$ cat src/rtl/pipe_ctrl.sv
// rtl/pipe_ctrl.sv - RV32I pipelined control and hazard unit for a 5-stage datapath
//
// Purpose: decodes instr_D into a control word and carries it through E/M/WB.
// Branches resolve in E and redirect the PC from M. Stall/flush are generated
// for RAW and control hazards, since the datapath does not forward.
//
// Ports:
//   clk, reset_D       core clock, async active-high core reset
//   instr_D            instruction held in the Decode register
//   alu_zero_E         ALU result is zero in Execute
//   imm_SEL            D : immediate format (000 I, 001 S, 010 B, 011 U, 100 J)
//   rs1_SEL, rs2_SEL   E : operand A pc select, operand B imm select
//   ALU_SEL            E : {funct7[5],funct3} style ALU op
//   pc_SEL             M : [0] redirect, [1] pc+imm (1) / ALU (0, JALR)
//   mem_WE, mem_RE     M : store / load
//   reg_WE, reg_SEL    WB: regfile write enable, writeback source
//   stall_F, stall_D   hold fetch / decode registers
//   flush_D/E/M        registered clear pulse for the D/E/M registers
//   illegal            sticky: a valid unknown opcode entered Execute
module pipe_ctrl #(
  parameter bit HAZARD_EN = 1'b1,
  parameter int FLUSH_LEN = 1
) (
  input  logic        clk,
  input  logic        reset_D,
  input  logic [31:0] instr_D,
  input  logic        alu_zero_E,
  output logic [2:0]  imm_SEL,
  output logic        rs1_SEL,
  output logic        rs2_SEL,
  output logic [3:0]  ALU_SEL,
  output logic [1:0]  pc_SEL,
  output logic        mem_WE,
  output logic        mem_RE,
  output logic        reg_WE,
  output logic [1:0]  reg_SEL,
  output logic        stall_F,
  output logic        stall_D,
  output logic        flush_D,
  output logic        flush_E,
  output logic        flush_M,
  output logic        illegal
);

  localparam logic [6:0] OP_R     = 7'b0110011;
  localparam logic [6:0] OP_I     = 7'b0010011;
  localparam logic [6:0] OP_LD    = 7'b0000011;
  localparam logic [6:0] OP_ST    = 7'b0100011;
  localparam logic [6:0] OP_BR    = 7'b1100011;
  localparam logic [6:0] OP_LUI   = 7'b0110111;
  localparam logic [6:0] OP_AUIPC = 7'b0010111;
  localparam logic [6:0] OP_JAL   = 7'b1101111;
  localparam logic [6:0] OP_JALR  = 7'b1100111;
  localparam int FW = (FLUSH_LEN > 1) ? $clog2(FLUSH_LEN + 1) : 1;

  // br_inv: branch is taken when alu_zero_E differs from this bit
  typedef struct packed {
    logic       we;
    logic [1:0] wb_sel;
    logic       mem_we;
    logic       mem_re;
    logic       rs1_sel;
    logic       rs2_sel;
    logic [3:0] alu_sel;
    logic       is_br;
    logic       is_jal;
    logic       is_jalr;
    logic       br_inv;
    logic [4:0] rd;
  } ctrl_t;

  ctrl_t      dec;
  logic       dec_ill, dec_use1, dec_use2;
  logic [2:0] dec_imm;
  logic [2:0] f3;
  logic       f7b;
  logic       unused_instr;

  assign f3  = instr_D[14:12];
  assign f7b = instr_D[30];
  assign unused_instr = ^{instr_D[31], instr_D[29:25]};

  always_comb begin
    dec      = '0;
    dec_ill  = 1'b0;
    dec_use1 = 1'b0;
    dec_use2 = 1'b0;
    dec_imm  = 3'b000;
    dec.rd   = instr_D[11:7];
    case (instr_D[6:0])
      OP_R: begin
        dec.we = 1'b1; dec.wb_sel = 2'b01; dec.alu_sel = {f7b, f3};
        dec_use1 = 1'b1; dec_use2 = 1'b1;
      end
      OP_I: begin
        dec.we = 1'b1; dec.wb_sel = 2'b01; dec.rs2_sel = 1'b1;
        // funct7[5] only distinguishes SRAI from SRLI; it is immediate bits elsewhere
        dec.alu_sel = {(f3 == 3'b101) ? f7b : 1'b0, f3};
        dec_use1 = 1'b1;
      end
      OP_LD: begin
        dec.we = 1'b1; dec.wb_sel = 2'b00; dec.mem_re = 1'b1; dec.rs2_sel = 1'b1;
        dec_use1 = 1'b1;
      end
      OP_ST: begin
        dec.mem_we = 1'b1; dec.rs2_sel = 1'b1;
        dec_use1 = 1'b1; dec_use2 = 1'b1; dec_imm = 3'b001;
      end
      OP_BR: begin
        dec.is_br = 1'b1; dec.rs1_sel = 1'b1;
        // BEQ/BNE compare with SUB, BLT/BGE with SLT, BLTU/BGEU with SLTU
        dec.alu_sel = f3[2] ? {3'b001, f3[1]} : 4'b1000;
        dec.br_inv  = f3[2] ? ~f3[0] : f3[0];
        dec_use1 = 1'b1; dec_use2 = 1'b1; dec_imm = 3'b010;
      end
      OP_LUI: begin
        dec.we = 1'b1; dec.wb_sel = 2'b10; dec.rs2_sel = 1'b1; dec_imm = 3'b011;
      end
      OP_AUIPC: begin
        dec.we = 1'b1; dec.wb_sel = 2'b01; dec.rs1_sel = 1'b1; dec.rs2_sel = 1'b1;
        dec_imm = 3'b011;
      end
      OP_JAL: begin
        dec.we = 1'b1; dec.wb_sel = 2'b11; dec.is_jal = 1'b1;
        dec.rs1_sel = 1'b1; dec.rs2_sel = 1'b1; dec_imm = 3'b100;
      end
      OP_JALR: begin
        dec.we = 1'b1; dec.wb_sel = 2'b11; dec.is_jalr = 1'b1; dec.rs2_sel = 1'b1;
        dec_use1 = 1'b1;
      end
      default: dec_ill = 1'b1;
    endcase
  end

  logic          vld_D_q, vld_E_q, vld_M_q, vld_W_q;
  ctrl_t         ctl_E_q;
  logic          we_M_q, mem_we_M_q, mem_re_M_q, jal_M_q, jalr_M_q, taken_M_q;
  logic [1:0]    wb_sel_M_q;
  logic [4:0]    rd_M_q;
  logic          we_W_q;
  logic [1:0]    wb_sel_W_q;
  logic [FW-1:0] flush_cnt_q;
  logic          illegal_q;

  logic taken_E, redirect, hz_E, hz_M, stall;

  assign taken_E  = alu_zero_E ^ ctl_E_q.br_inv;
  assign redirect = vld_M_q & (taken_M_q | jal_M_q | jalr_M_q);

  // WB is not checked: the regfile writes on the falling edge, so D reads the new value
  assign hz_E = vld_E_q & ctl_E_q.we & (ctl_E_q.rd != 5'd0) &
                ((dec_use1 & (ctl_E_q.rd == instr_D[19:15])) |
                 (dec_use2 & (ctl_E_q.rd == instr_D[24:20])));
  assign hz_M = vld_M_q & we_M_q & (rd_M_q != 5'd0) &
                ((dec_use1 & (rd_M_q == instr_D[19:15])) |
                 (dec_use2 & (rd_M_q == instr_D[24:20])));
  // A redirect squashes the stalled instruction anyway, so it overrides the stall
  assign stall = HAZARD_EN & vld_D_q & (hz_E | hz_M) & ~redirect;

  always_ff @(posedge clk or posedge reset_D) begin
    if (reset_D) begin
      vld_D_q     <= 1'b0;
      vld_E_q     <= 1'b0;
      ctl_E_q     <= '0;
      vld_M_q     <= 1'b0;
      we_M_q      <= 1'b0;
      wb_sel_M_q  <= 2'b00;
      mem_we_M_q  <= 1'b0;
      mem_re_M_q  <= 1'b0;
      jal_M_q     <= 1'b0;
      jalr_M_q    <= 1'b0;
      taken_M_q   <= 1'b0;
      rd_M_q      <= 5'd0;
      vld_W_q     <= 1'b0;
      we_W_q      <= 1'b0;
      wb_sel_W_q  <= 2'b00;
      flush_cnt_q <= '0;
      illegal_q   <= 1'b0;
    end else begin
      // The instruction fetched in the redirect cycle lands in D next cycle: drop it
      vld_D_q <= ~redirect;

      if (redirect || stall || !vld_D_q) begin
        vld_E_q <= 1'b0;
        ctl_E_q <= '0;
      end else begin
        vld_E_q <= 1'b1;
        ctl_E_q <= dec;
      end

      if (redirect || !vld_E_q) begin
        vld_M_q    <= 1'b0;
        we_M_q     <= 1'b0;
        wb_sel_M_q <= 2'b00;
        mem_we_M_q <= 1'b0;
        mem_re_M_q <= 1'b0;
        jal_M_q    <= 1'b0;
        jalr_M_q   <= 1'b0;
        taken_M_q  <= 1'b0;
        rd_M_q     <= 5'd0;
      end else begin
        vld_M_q    <= 1'b1;
        we_M_q     <= ctl_E_q.we;
        wb_sel_M_q <= ctl_E_q.wb_sel;
        mem_we_M_q <= ctl_E_q.mem_we;
        mem_re_M_q <= ctl_E_q.mem_re;
        jal_M_q    <= ctl_E_q.is_jal;
        jalr_M_q   <= ctl_E_q.is_jalr;
        taken_M_q  <= ctl_E_q.is_br & taken_E;
        rd_M_q     <= ctl_E_q.rd;
      end

      // The redirecting instruction itself retires (JAL/JALR still write rd)
      vld_W_q    <= vld_M_q;
      we_W_q     <= we_M_q;
      wb_sel_W_q <= wb_sel_M_q;

      if (redirect) begin
        flush_cnt_q <= FW'(FLUSH_LEN);
      end else if (flush_cnt_q != '0) begin
        flush_cnt_q <= flush_cnt_q - FW'(1);
      end

      illegal_q <= illegal_q | (vld_D_q & ~stall & ~redirect & dec_ill);
    end
  end

  assign imm_SEL = vld_D_q ? dec_imm : 3'b000;
  assign rs1_SEL = vld_E_q & ctl_E_q.rs1_sel;
  assign rs2_SEL = vld_E_q & ctl_E_q.rs2_sel;
  assign ALU_SEL = vld_E_q ? ctl_E_q.alu_sel : 4'b0000;
  assign pc_SEL  = redirect ? {~jalr_M_q, 1'b1} : 2'b00;
  assign mem_WE  = vld_M_q & mem_we_M_q;
  assign mem_RE  = vld_M_q & mem_re_M_q;
  assign reg_WE  = vld_W_q & we_W_q;
  assign reg_SEL = vld_W_q ? wb_sel_W_q : 2'b00;
  assign stall_F = stall;
  assign stall_D = stall;
  assign flush_D = (flush_cnt_q != '0);
  assign flush_E = (flush_cnt_q != '0);
  assign flush_M = (flush_cnt_q != '0);
  assign illegal = illegal_q;

endmodule

$ cat config.mk
export PLATFORM = sky130hd
export DESIGN_NAME = pipe_ctrl
export DESIGN_NICKNAME = d
export VERILOG_FILES = /design/src/rtl/pipe_ctrl.sv
export SDC_FILE = /design/constraint.sdc
export NUM_CORES = 1
export LEC_CHECK = 0
export BUFFER_PORTS_ARGS = -buffer_cell sky130_fd_sc_hd__buf_2
export CORE_ASPECT_RATIO = 1.25
export CORE_MARGIN = 1.5
export CORE_UTILIZATION = 47
export CTS_CLUSTER_SIZE = 25
export DETAILED_ROUTE_END_ITERATION = 8
export GPL_TIMING_DRIVEN = 0
export PLACE_DENSITY = 0.75
export SLEW_MARGIN = 20
export SYNTH_ARGS = -nofsm -noshare
export SYNTH_HDL_FRONTEND = slang
export SYNTH_SLANG_ARGS = --single-unit
$ cat constraint.sdc
create_clock -name clk -period 2.45 [get_ports clk]
set_clock_uncertainty 0.15 [all_clocks]
set_input_delay 0.1225 -clock clk [delete_from_list [all_inputs] [get_ports clk]]
set_output_delay 0.1225 -clock clk [all_outputs]
set_load 0.05 [all_outputs]
# After elaboration in Yosys (flattened, before gate mapping)
# Cells that the tools add are included.
# op_classes
n_bitwise	33
addsub	1
reduce_logical	15
n_eq_ne	14
n_mux	34
# op_table
operator	count
one-hot mux 3 bit (4 select lines)	2
two-way mux 1 bit	23
AND 1 bit	22
equality test 7 x 6 -> 1 bit (second input constant)	3
equality test 7 bit (second input constant)	3
equality test 5 bit	4
two-way mux 20 bit	1
equality test 7 x 5 -> 1 bit (second input constant)	2
one-hot mux 4 bit (3 select lines)	1
nonzero test 5 bit	2
OR reduction 3 bit	3
OR reduction 9 bit	1
two-way mux 4 bit	2
equality test 7 x 2 -> 1 bit (second input constant)	1
OR reduction 7 bit	1
two-way mux 2 bit	3
bitwise OR 1 bit	6
OR reduction 6 bit	1
two-way mux 5 bit	1
inverter 1 bit	4
OR reduction 2 bit	2
equality test 3 bit (second input constant)	1
logical OR 1 bit	3
two-way mux 3 bit	1
other kinds (3)	4
# word_totals
elab_cells	125
input_bits	35
regBits	42
out_inout_bits	22

# Depth between registers and ports, before layout
# depth
word_depth	14
ltp_mapped	9
mapped_depth_nobuf	5

# Least setup slack after synthesis
# OpenSTA, ideal clock, no wires.
# synth_path
kind	input to output
start	input instr_D[6]
end	output stall_F
path_stages	8
n_path_buf	3
setup_slack_ns	-0.053
t_arrival_ns	2.230
required_ns	2.178
cell_sequence	clkbuf_1 -> and3b_1 -> clkbuf_1 -> o21ai_2 -> or4_1 -> o41ai_1 -> o21a_1 -> buf_4
# synth_via
elab_chain_len	9
word_cells_on_any_way	21
classes_between	eq/ne (6); mux (2); bitwise (11); reduce/logical (2)
# synth_rtl
element	line_no	rtl
from (decl)	26	input logic [31:0] instr_D,
equality test 7 bit (tied with other cells)	90	case (instr_D[6:0])
OR reduction 6 bit (no line) or OR reduction 3 bit (tied branches)	n/a	
two-way mux 1 bit	90	
AND 1 bit, on equally long branches	n/a	
bitwise OR 1 bit, on equally long branches	152, 155	
AND 1 bit, on equally long branches	151, 154	
bitwise OR 1 bit (*)	158	assign stall = HAZARD_EN & vld_D_q & (hz_E | hz_M) & ~redirect;
AND 1 bit (*) (2 in series)	158	
to (decl)	37	output logic stall_F,
# Every way passes the cells marked *; elsewhere a longest branch is shown, timed or not.

# Worst setup path after layout
# layout_path
start	register ctl_E_q[3] in the netlist's numbering
end	output stall_F
# layout_via
elab_chain_len	7
word_cells_on_any_way	11
classes_between	eq/ne (2); bitwise (8); reduce/logical (1)
# layout_rtl
element	line_no	rtl
from (decl)	136	ctrl_t ctl_E_q;
from (signal assigned)	164	ctl_E_q <= '0;
from (signal assigned)	185	ctl_E_q <= '0;
from (signal assigned)	188	ctl_E_q <= dec;
equality test 5 bit, on equally long branches	152, 153	
AND 1 bit, on equally long branches	152, 153	
bitwise OR 1 bit	152	((dec_use1 & (ctl_E_q.rd == instr_D[19:15])) |
AND 1 bit (*)	151	assign hz_E = vld_E_q & ctl_E_q.we & (ctl_E_q.rd != 5'd0) &
bitwise OR 1 bit (*)	158	
AND 1 bit (*) (2 in series)	158	
# Marks and branches as above.

==> flow_summary.yaml <==
drt:
  viasPerCell: 5.49
  drc_errors: 0
  vias: 1910
  routed_wl_um: 5260
  drtAntennaViolNets: 0
  first_iter_violations: 110
  routedWlPerCell_um: 15.1
  first_pass_iters: 4
hold_path:
  whs_endpoint: "taken_M_q"
  hold_class: "in -> reg"
  min_from: "alu_zero_E"
  min_path_cells: 3
floorplan:
  rows: 27
  dieWidth_um: 64.0
  chipHeight_um: 79.2
  ios: 57
  dieArea_um2: 5070
  core_area_um2: 4430
  initial_core_util_pct: 49.4
grt:
  use_met3_pct: 2.55
  met1_usage_pct: 26.5
  grt_max_degree: 33
  gr-usage-met2_pct: 36.3
  grt_overflow: 0
  antenna_found_initial: 0
  grt_use_total_pct: 20.8
  grt_pass1_wl_um: 8270
  grt_pass1_vias: 1774
  busiest_layer: "met2"
synthesis:
  syn_nets: 253
  synth_enable_flop_cells: 0
  synth_seq_cells: 42
  ys_top_cells_by_area: "dfrtp_1 (48%), xnor2_1 (6.4%), and2_1 (4.3%)"
  synth_top_area_share_pct: 48.1
  ys_warn_count: 0
  seq_area_frac_synth_pct: 48.1
  syn_area_um2: 2180
  avgSynthCellArea_um2: 10.0
  ys_async_sr_fraction_pct: 100
  syn-instance-count: 218
  yosysUniqueCellTypes: 43
  netlist.top_cell.by_area: "dfrtp_1"
  synth_flop_cell: "dfrtp_1"
power:
  power.density_nw_per_um2: 479
  clock_power_share_pct: 31.8
  internal_power_mw: 1.02
  leakagePower_nw: 1.40
  power_switching_uw: 407
  switching_share_pct: 28.5
  p_comb_share_pct: 17.1
  peakVddDrop_mv: 0.214
  seq_power_share_pct: 51.2
critical_path:
  r2r_start: "ctl_E_q[3]"
  cp_max_fo: 3
  r2r_slack_ns: -0.02
  cp_data_arrival_time_ns: 2.22
  critPathKind: "reg -> out"
  reg2reg_to: "ctl_E_q[9]"
  critPathCaptureType: "primary output"
  critPathLaunchType: "flip-flop"
  r2r_cells: 7
  critPathRequiredTime_ns: 2.18
timing:
  setup_viol: 7
  slew_violations: 0
  period_needed_ns: 2.50
  rsz0062_at_grt: "yes"
  maxSlewHeadroom_pct: 37.4
  fin_ws_ns: -0.0474
  hold_violations: 0
  max_freq_mhz: 400
  timing.final.crit_share_pct: 102
  worst_pin_slew_ns: 0.939
layout:
  fillers: 350
  finish.utilization_pct: 67.4
  finalNetCount: 324
  n_antenna_cell: 0
  layout_common_cells: "buf_2 (46), dfrtp_1 (42), nand2_1 (17)"
  drive_above_1_share_pct: 36.6
  area_growth_pct: 36.5
  final_common_cell: "buf_2"
  finalNonFillerCells: 348
cts:
  cts_tree: "done"
  clockBufferDepth: 2
  htree_levels: 2
  insertion_delay_ns: 0.29
  cts_sinks: 42
  clkSlewWorstSetupHoldPaths_ns: 0.09
  numCtsBuffers: 5
  cts_root_buf: "clkbuf_8"
run:
  cap_viol_max_count: 0
placed_design:
  gp_congestion: 0.943
  dp_hpwl_um: 3520
  placed_cells: 325
  io_buffer_count: 48
status:
  violations: "negative setup slack"
  status: "finished with violations"
==> stage by stage <==
step | setup TNS (ns) | total power, mW | setup slack, ns | instance area (µm²) | hold slack [ns]
floorplan | 0 | 0.872 | 0.0830 | 2190 | 0.0804
global placement | -0.542 | 0.930 | -0.142 | 2500 | 0.184
detailed placement | -1.42 | 0.939 | -0.178 | 2520 | -0.0956
CTS | -0.0901 | 1.41 | -0.0414 | 2820 | 0.0257
global route | -0.883 | 1.48 | -0.0900 | 2980 | 0.0547
finish | -0.120 | 1.43 | -0.0474 | 2980 | 0.0417
==> cell usage after synthesis, types with 3 or more instances <==
library cell  instances
nor4_1                9
and3b_1               3
nor3_1                4
nand3_1               9
dfrtp_1              42
o21ai_0               4
and3_1               14
nor2_1               17
or4_1                 3
xnor2_1              16
nand2_1              17
and2_1               15
nor3_2                3
a21oi_1               6
buf_4                 4
xor2_1                6
inv_1                 4
clkbuf_1             11
==> power by group through the flow <==
stage / Sequential [mW] / Clock [mW] / Combinational, mW
floorplan: 0.741 / 0 / 0.131
global placement: 0.745 / 0 / 0.185
detailed placement: 0.745 / 0 / 0.194
CTS: 0.729 / 0.456 / 0.221
global route: 0.734 / 0.483 / 0.266
finish: 0.731 / 0.454 / 0.244
==> registers in the layout (all words and copies together) (netlist names) <==
register / count
ctl_E_q: 20
rd_M_q: 5
mem_we_M_q: 1
jal_M_q: 1
wb_sel_M_q: 2
vld_E_q: 1
vld_D_q: 1
vld_W_q: 1
mem_re_M_q: 1
flush_D: 1
we_M_q: 1
taken_M_q: 1
we_W_q: 1
wb_sel_W_q: 2
vld_M_q: 1
jalr_M_q: 1
illegal: 1
==> area by class of cell <==
| cell class | count | area, µm² | share of cell area, % |
|---|---|---|---|
| buffer | 16 | 108 | 3.61 |
| clock inverter | 3 | 23.8 | 0.797 |
| inverter | 4 | 15.0 | 0.504 |
| sequential | 42 | 1050 | 35.2 |
| multi-input combinational | 155 | 1230 | 41.2 |
| clock buffer | 5 | 68.8 | 2.31 |
| tap | 58 | 72.6 | 2.43 |
| timing repair buffer | 65 | 414 | 13.9 |
==> logic make-up (layout without fill, tap and decap cells) <==
| kind of cell | count (synthesis) | count (layout) | share of synthesized area [%] |
|---|---|---|---|
| AND/OR/NAND/NOR | 107 | 107 | 29.2 |
| flip-flops | 42 | 42 | 48.1 |
| AO/OA/AOI/OAI | 26 | 26 | 8.94 |
| XOR/XNOR | 22 | 22 | 8.82 |
| buffers and inverters | 21 | 93 | 4.98 |
==> worst max path at each step <==
stage               start  slack [ns]  depth (start not counted)          end
5_1_grt        ctl_E_q[3]       -0.09                          7      stall_F
3_5_place_dp    rd_M_q[1]       -0.18                          6  ctl_E_q[18]
4_1_cts        ctl_E_q[2]       -0.04                          7      stall_F
6_report       ctl_E_q[3]       -0.05                          7      stall_F
3_3_place_gp   instr_D[6]       -0.14                          9      stall_F
2_1_floorplan  instr_D[6]        0.08                          8      stall_F
==> repair_timing <==
action | 4_1_cts | 5_1_grt
hold buffers | 7 | 0
endpoints found under the setup margin | 22 | 21
endpoints found under the hold margin | 48 | 0
gates resized for setup | 18 | 22
pin swaps | 11 | 8
gates cloned | 1 | 0
buffers inserted | 5 | 3
==> worst max-delay path, cell delays in order (launching register included) <==
cell,delay [ns]
dfrtp_1,0.41
or4_4,0.57
o211ai_4,0.20
or4_4,0.17
o41ai_4,0.08
o21a_2,0.25
buf_6,0.12
buf_8,0.14
==> per-layer routing <==
metal,wire (µm),vias up
met5,0,-
met4,65,0
met3,190,11
met2,2820,60
met1,2180,931
li1,-,908
No activity file was read; power rests on OpenSTA's default activity.
